--- src/rtl/sim_frame_trigger_pkg.sv ---
// Shared types and widths for the simulation frame trigger and its helpers.
package sim_frame_pkg;

  localparam int unsigned FRAME_W = 32;
  localparam int unsigned WDOG_W  = 24;

  typedef enum logic [1:0] {
    ST_IDLE    = 2'd0,
    ST_ARMED   = 2'd1,
    ST_DUMPING = 2'd2,
    ST_DONE    = 2'd3
  } frame_state_e;

endpackage

--- src/rtl/sim_frame_trigger_if.sv ---
// Signal bundle between the harness (master) and sim_frame_trigger (slave).
interface sim_frame_trigger_if;
  import sim_frame_pkg::*;

  logic               vs;
  logic               downloading;
  logic [FRAME_W-1:0] frame_cnt;
  logic               vs_fall;
  logic               dump_on;
  logic               dump_start;
  logic               dump_stop;
  logic               dwnld_done;
  logic               vs_lost;

  modport master (
    output vs, downloading,
    input  frame_cnt, vs_fall, dump_on, dump_start, dump_stop, dwnld_done, vs_lost
  );

  modport slave (
    input  vs, downloading,
    output frame_cnt, vs_fall, dump_on, dump_start, dump_stop, dwnld_done, vs_lost
  );
endinterface

--- src/rtl/sim_frame_trigger_vs_sync.sv ---
// sim_vs_sync: 2-FF synchroniser for an asynchronous level plus a falling-edge pulse.
module sim_vs_sync (
  input  logic clk,
  input  logic rst_n,
  input  logic async_in,
  output logic fall
);
  logic s1_q, s2_q, s3_q;

  always_ff @(posedge clk) begin
    if (!rst_n) begin
      s1_q <= 1'b0;
      s2_q <= 1'b0;
      s3_q <= 1'b0;
    end else begin
      s1_q <= async_in;
      s2_q <= s1_q;
      s3_q <= s2_q;
    end
  end

  assign fall = s3_q & ~s2_q;
endmodule

--- src/rtl/sim_frame_trigger.sv ---
// Frame counter and dump-window strobes for the simulation dump controller.
// Optional VS watchdog built when FRAME_WDOG_EN is defined.
module sim_frame_trigger
  import sim_frame_pkg::*;
#(
  parameter logic [FRAME_W-1:0] START_FRAME = 32'd0,
  parameter logic [FRAME_W-1:0] STOP_FRAME  = 32'd0,
  parameter logic               WAIT_DWNLD  = 1'b0,
  parameter logic [WDOG_W-1:0]  WDOG_CLKS   = 24'd4_000_000
) (
  input  logic                clk,
  input  logic                rst_n,
  sim_frame_trigger_if.slave  bus
);
  localparam logic STOP_EN = (STOP_FRAME != '0) && (STOP_FRAME != START_FRAME);

  frame_state_e       state_q, state_d;
  logic [FRAME_W-1:0] frame_q;
  logic               dl_q;
  logic               start_q, stop_q;
  logic               start_d, stop_d;
  logic               vs_fall;
  logic               dl_rise, dl_fall, restart;

  sim_vs_sync u_vs_sync (
    .clk      (clk),
    .rst_n    (rst_n),
    .async_in (bus.vs),
    .fall     (vs_fall)
  );

  assign dl_rise = bus.downloading & ~dl_q;
  assign dl_fall = dl_q & ~bus.downloading;
  assign restart = WAIT_DWNLD && dl_rise && (state_q != ST_IDLE);

  always_ff @(posedge clk) begin
    if (!rst_n) begin
      state_q <= ST_IDLE;
      dl_q    <= 1'b0;
      start_q <= 1'b0;
      stop_q  <= 1'b0;
    end else begin
      state_q <= state_d;
      dl_q    <= bus.downloading;
      start_q <= start_d;
      stop_q  <= stop_d;
    end
  end

  // A download restart overrides every other transition, including a pending open/close.
  always_comb begin
    state_d = state_q;
    if (restart) begin
      state_d = ST_IDLE;
    end else begin
      case (state_q)
        ST_IDLE:    if (!WAIT_DWNLD || dl_fall)           state_d = ST_ARMED;
        ST_ARMED:   if (frame_q == START_FRAME)           state_d = ST_DUMPING;
        ST_DUMPING: if (STOP_EN && frame_q == STOP_FRAME) state_d = ST_DONE;
        default:    state_d = state_q;
      endcase
    end
  end

  always_comb begin
    start_d = 1'b0;
    stop_d  = 1'b0;
    if (state_q == ST_ARMED && state_d == ST_DUMPING) start_d = 1'b1;
    if (state_q == ST_DUMPING && state_d != ST_DUMPING) stop_d = 1'b1;
  end

  always_ff @(posedge clk) begin
    if (!rst_n) begin
      frame_q <= '0;
    end else if (restart) begin
      frame_q <= '0;
    end else if (vs_fall && state_q != ST_IDLE) begin
      frame_q <= frame_q + 1'b1;
    end
  end

  assign bus.frame_cnt  = frame_q;
  assign bus.vs_fall    = vs_fall;
  assign bus.dump_on    = (state_q == ST_DUMPING);
  assign bus.dump_start = start_q;
  assign bus.dump_stop  = stop_q;
  assign bus.dwnld_done = dl_fall;

`ifdef FRAME_WDOG_EN
  logic [WDOG_W-1:0] wdog_q, wdog_d;
  logic              lost_q;

  always_comb begin
    wdog_d = wdog_q;
    if (state_q == ST_IDLE || vs_fall) wdog_d = '0;
    else if (wdog_q != '1)             wdog_d = wdog_q + 1'b1;
  end

  always_ff @(posedge clk) begin
    if (!rst_n) begin
      wdog_q <= '0;
      lost_q <= 1'b0;
    end else begin
      wdog_q <= wdog_d;
      if (state_q != ST_IDLE && wdog_d >= WDOG_CLKS) lost_q <= 1'b1;
    end
  end

  assign bus.vs_lost = lost_q;
`else
  assign bus.vs_lost = 1'b0;
`endif
endmodule

--- src/flat_wrapper.sv ---
// flat-port wrapper written by rule: the top's interface ports become plain ports
module sim_frame_trigger_flat import sim_frame_pkg::*;
#(
  parameter logic [FRAME_W-1:0] START_FRAME = 32'd0,
  parameter logic [FRAME_W-1:0] STOP_FRAME  = 32'd0,
  parameter logic               WAIT_DWNLD  = 1'b0,
  parameter logic [WDOG_W-1:0]  WDOG_CLKS   = 24'd4_000_000
)
  (clk, rst_n, bus_vs, bus_downloading, bus_frame_cnt, bus_vs_fall, bus_dump_on, bus_dump_start, bus_dump_stop, bus_dwnld_done, bus_vs_lost);
  sim_frame_trigger_if bus_i ();
  input  logic clk;
  input  logic rst_n;
  input wire logic [$bits(bus_i.vs)-1:0] bus_vs;
  input wire logic [$bits(bus_i.downloading)-1:0] bus_downloading;
  output wire logic [$bits(bus_i.frame_cnt)-1:0] bus_frame_cnt;
  output wire logic [$bits(bus_i.vs_fall)-1:0] bus_vs_fall;
  output wire logic [$bits(bus_i.dump_on)-1:0] bus_dump_on;
  output wire logic [$bits(bus_i.dump_start)-1:0] bus_dump_start;
  output wire logic [$bits(bus_i.dump_stop)-1:0] bus_dump_stop;
  output wire logic [$bits(bus_i.dwnld_done)-1:0] bus_dwnld_done;
  output wire logic [$bits(bus_i.vs_lost)-1:0] bus_vs_lost;
  assign bus_i.vs = bus_vs;
  assign bus_i.downloading = bus_downloading;
  assign bus_frame_cnt = bus_i.frame_cnt;
  assign bus_vs_fall = bus_i.vs_fall;
  assign bus_dump_on = bus_i.dump_on;
  assign bus_dump_start = bus_i.dump_start;
  assign bus_dump_stop = bus_i.dump_stop;
  assign bus_dwnld_done = bus_i.dwnld_done;
  assign bus_vs_lost = bus_i.vs_lost;
  sim_frame_trigger #(.START_FRAME(START_FRAME), .STOP_FRAME(STOP_FRAME), .WAIT_DWNLD(WAIT_DWNLD), .WDOG_CLKS(WDOG_CLKS)) u_core (.clk(clk), .rst_n(rst_n), .bus(bus_i));
endmodule
--- config.mk ---
export PLATFORM = sky130hd
export DESIGN_NAME = sim_frame_trigger_flat
export DESIGN_NICKNAME = d
export VERILOG_FILES = /design/src/rtl/sim_frame_trigger_pkg.sv /design/src/rtl/sim_frame_trigger_if.sv /design/src/rtl/sim_frame_trigger_vs_sync.sv /design/src/rtl/sim_frame_trigger.sv /design/src/flat_wrapper.sv
export SDC_FILE = /design/constraint.sdc
export NUM_CORES = 1
export LEC_CHECK = 0
export ABC_AREA = 0
export CAP_MARGIN = 20
export CORE_MARGIN = 4
export CORE_UTILIZATION = 39
export DETAILED_ROUTE_END_ITERATION = 6
export PLACE_DENSITY = 0.62
export SLEW_MARGIN = 0
export SYNTH_ARGS = -nofsm -noshare
export SYNTH_HDL_FRONTEND = slang
export SYNTH_SLANG_ARGS = --single-unit
--- constraint.sdc ---
create_clock -name clk -period 2.7 [get_ports clk]
set_input_delay 0.27 -clock clk [delete_from_list [all_inputs] [get_ports clk]]
set_output_delay 0.27 -clock clk [all_outputs]
set_load 0.01 [all_outputs]
Word level (Yosys, flattened, before mapping). Cells that the tools add are included.

Flip-flop bits (word level): 40. Input bits: 4. Output and inout port bits: 38.

Add/subtract/negate cells: 1. Eq/ne operators: 4. Multiplexer cells: 4. Bitwise operators: 4. Reduce and logical (&&, ||, !) cells: 6.

Operator list (count): $add 32x1->32 const B (1); $logic_not 32->1 (1); $eq 2x2->1 const B (2); $pmux 2 s2 (1); $logic_and 1x1->1 (3); $and 1x1->1 (2); $eq 2x1->1 const B (1); $logic_not 2->1 (1); $mux 1 (2); $mux 2 (1); $ne 2x2->1 const B (1); $not 1->1 (2); $reduce_bool 2->1 (1).

Depth between registers and ports, before layout.
Word-level depth: 6. Gate-level depth with buffers: 6. Depth with buffers taken out: 6.

Modules after synthesis. From an unflattened synthesis, not the netlist that was laid out.

Cells, all modules: 212. Area total of the unflattened synthesis: 1846.8 sq um.

By module, submodules not included: sim_frame_trigger (times used 1, cells each 205, area an instance 1757.9 sq um, sequential area each 740.7 sq um); sim_vs_sync (times used 1, cells each 7, area an instance 88.8 sq um, sequential area each 60.1 sq um).

Least setup slack after synthesis. OpenSTA, ideal clock, no wires.

Path kind: register -> register. Start point: reg u_core.frame_q[8], in the netlist u_core.bus.frame_cnt[8]. End point: reg u_core.frame_q[25], in the netlist u_core.bus.frame_cnt[25]. Data arrival time: 1919 ps. Slack: 711 ps. Cell stages (with the launch flop): 6. Buffers on the path: 1. Cells stage by stage: dfxtp_1 > nand4_4 > or4_4 > buf_6 > or4_1 > a21oi_1.

Longest elaborated chain between the ends: 1.

Ends and longest elaborated chain: start, declared (line sim_frame_trigger.sv:18) `logic [FRAME_W-1:0] frame_q;`; start signal, assigned (line sim_frame_trigger.sv:78) `frame_q <= frame_q + 1'b1;`; $add 32x1->32 (line sim_frame_trigger.sv:78).

No other way between the ends. A chain may end at the register's enable or synchronous reset.

Worst setup path after layout.
Start point: reg u_core.frame_q[8], in the netlist u_core.bus.frame_cnt[8]. End point: reg u_core.frame_q[28], in the netlist u_core.bus.frame_cnt[28].

Same word-level chain as after synthesis.

==> results.py <==
metrics = {
    "run_status": {
        "status": "finished clean",
    },
    "cells_and_area": {
        "syn2layout_area_growth_pct": 29.03,
        "fin_util_pct": 52.52,
        "diodes": 0,
        "nets": 276,
        "nFillCells": 459,
        "drive_gt1_share_pct": 5.556,
    },
    "yosys": {
        "async_reset_ff_share_pct": 0,
        "ys_warn_count": 0,
        "seq_area_frac_synth_pct": 41.10,
        "synth.distinct_cells": 33,
        "synth_xor_area_share_pct": 2.697,
        "synthCells": 229,
        "synth_mux_area_share_pct": 4.110,
        "synth_top_family_by_area": "simple AND/OR/NAND/NOR gates",
        "synth_common_cells": "dfxtp_1, a21oi_1, nand2_1, nor4_1, or4_1",
        "yosys.area.top_type_share_pct": 41.10,
        "yosys.area.top_type": "dfxtp_1",
        "synth-compound-area-share_pct": 11.37,
        "synthTopCellsByArea": "dfxtp_1, or4_1, nor4_1",
        "synth_simple_gate_area_share_pct": 34.23,
        "synth-seq-cells": 40,
        "yosysMostFrequentCell": "dfxtp_1",
        "ys.flop_type": "dfxtp_1",
        "avgSynthCellArea_um2": 8.507,
        "synth_edf_count": 0,
        "syn_area_mm2": 0.001948,
        "synthAdderAreaFrac_pct": 1.285,
    },
    "worst_setup_path": {
        "cp-end-kind": "register",
        "reg2reg_depth": 4,
        "critPathLaunchType": "register",
        "ff2ff_setup_slack_ns": 0.63,
        "cp-startpoint": "u_core.bus.frame_cnt[8]$_SDFFE_PN0P_",
        "endpoint": "u_core.bus.frame_cnt[28]$_SDFFE_PN0P_",
        "reg2reg_to": "u_core.bus.frame_cnt[28]$_SDFFE_PN0P_",
        "arrival_ns": 2.29,
        "r2r_start": "u_core.bus.frame_cnt[8]$_SDFFE_PN0P_",
        "required_ns": 2.93,
        "cp_max_fo": 10,
        "crit_type": "reg2reg",
    },
    "power_and_ir_drop": {
        "p_leak_nw": 0.8097,
        "p_total_w": 0.001101,
        "power_density_mw_per_mm2": 438.0,
        "peakVddDrop_mv": 0.2929,
    },
    "cts": {
        "clk_latency_ns": 0.29,
        "numCtsBuffers": 5,
        "clockBufferDepth": 2,
        "post-cts-setup-buffer-count": 0,
        "cts_sinks": 40,
        "ctsHoldBuffers": 0,
        "path_clk_slew_ns": 0.08,
        "ctsRootBufferMaster": "clkbuf_8",
        "cts_tree": "built",
        "ctsResizeCount": 0,
        "cts_htree_levels": 2,
    },
    "routing": {
        "ant_nets": 0,
        "totalWireLength_mm": 4.702,
        "vias": 1810,
        "first_iter_violations": 90,
        "via_per_inst": 5.371,
        "wl_per_cell_um": 13.95,
        "remaining_drc_errors": 0,
        "first_pass_iters": 4,
    },
    "floorplanning": {
        "die_h_um": 78.68,
        "design.core.area_mm2": 0.004786,
        "die_x_um": 78.68,
        "die_area_mm2": 0.006190,
        "start_util_pct": 40.71,
        "io_pins": 42,
        "rows": 25,
    },
    "placement": {
        "gp_congestion": 0.7395,
        "dpl.hpwl_mm": 3.313,
        "io_buffers": 40,
    },
    "job": {
        "maxCapViolations": 0,
    },
    "grt": {
        "grt_pass1_wl_mm": 8.114,
        "overflow": 0,
        "grt_pass1_vias": 1662,
        "antenna_found_initial": 0,
        "grt_max_degree": 24,
        "grt_use_total_pct": 16.25,
    },
    "timing": {
        "hold_viol": 0,
        "period_minus_slack_ns": 2.069,
        "fin_skew_ns": 0.006669,
        "grt_setup_unrepaired": "no",
        "fmax_ghz": 0.4833,
        "slew_violations": 0,
        "fin_setup_tns_ns": 0,
        "min_period_over_period_pct": 76.63,
        "setup_viol": 0,
        "fin_hold_ws_ns": 0.4405,
    },
    "min_path": {
        "hold_path_class": "reg2reg",
    },
}
cell families (layout without fill, tap and decap cells):
kind of cell    count (synthesis)  after routing
other cells                     1              2
mux                             8              8
fa+ha+maj                       2              2
simple gates                  112            112
buf+inv                        23             63
xor+xnor                        6              6
compound gates                 37             37
flops                          40             40
metal layers:
| layer | global-route usage [%] | share of wire (%) |
|---|---|---|
| met1 | 22.52 | 50 |
| met2 | 25.21 | 45 |
| met4 | 4.720 | 1.2 |
| met5 | 0 | 0 |
| met3 | 3.555 | 4.0 |
where the power goes:
| group | total, W | switching, W | leakage (nW) | internal, W |
|---|---|---|---|---|
| Clock | 0.000432 | 0.000204 | 0.0503 | 0.000228 |
| Sequential | 0.000604 | 0.00000491 | 0.324 | 0.000599 |
| Combinational | 0.0000650 | 0.0000367 | 0.435 | 0.0000283 |
placed cells by master, fill, tap and decap left out, drive strengths merged, types with 5 or more instances in the layout:
| master | n |
|---|---|
| a21oi | 18 |
| and2 | 8 |
| buf | 5 |
| clkbuf | 7 |
| clkdlybuf4s50 | 40 |
| dfxtp | 40 |
| inv | 11 |
| mux2i | 8 |
| nand2 | 18 |
| nand2b | 7 |
| nand3 | 11 |
| nand4 | 10 |
| nor2 | 8 |
| nor4 | 15 |
| o21ai | 5 |
| o31ai | 12 |
| or3 | 5 |
| or4 | 15 |
state kept, by name, summed over array words and instances (netlist names):
register and flops:
u_core.bus.frame_cnt 32, u_core.state_q 2, u_core.bus.dump_start 1, u_core.bus.dump_stop 1, u_core.dl_q 1, u_core.u_vs_sync.s1_q 1
u_core.u_vs_sync.s2_q 1, u_core.u_vs_sync.s3_q 1
worst max-delay path, cell delays in order (launching register included):
cell and delay (ns):
dfxtp_1 0.50, nand4_4 0.17, or4_1 0.72, nor4_1 0.40
mux2i_1 0.21
final cells by class:
type / count / area (um^2) / share of cell area [%]
multi-input cells: 167 / 1054 / 41.91
flip-flops and latches: 40 / 800.8 / 31.86
repair buffers: 45 / 437.9 / 17.42
clock buffers: 7 / 96.34 / 3.833
well taps: 67 / 83.83 / 3.335
inverters: 11 / 41.29 / 1.643
stage by stage:
stage / instances / instance area (um^2) / worst slack (ns)
6_report: 337 / 2514 / 0.6310
5_1_grt: 337 / 2514 / 0.4638
4_1_cts: 337 / 2514 / 0.6296
3_5_place_dp: 330 / 2417 / 0.6461
3_3_place_gp: 330 / 2417 / 0.6956
2_1_floorplan: 230 / 1952 / 0.7111
worst min path at each step:
stage                                           startpoint                               end  slack [ns]  depth (start not counted)
after global routing      u_core.u_vs_sync.s1_q$_SDFF_PN0_  u_core.u_vs_sync.s2_q$_SDFF_PN0_        0.47                          1
final                     u_core.u_vs_sync.s1_q$_SDFF_PN0_  u_core.u_vs_sync.s2_q$_SDFF_PN0_        0.44                          1
after CTS                 u_core.u_vs_sync.s1_q$_SDFF_PN0_  u_core.u_vs_sync.s2_q$_SDFF_PN0_        0.45                          1
after floorplan                            bus_downloading            u_core.dl_q$_SDFF_PN0_        0.39                          1
after detailed placement  u_core.u_vs_sync.s1_q$_SDFF_PN0_  u_core.u_vs_sync.s2_q$_SDFF_PN0_        0.43                          1
after global placement    u_core.u_vs_sync.s1_q$_SDFF_PN0_  u_core.u_vs_sync.s2_q$_SDFF_PN0_        0.42                          1
Power figures use the tool's default switching activity.
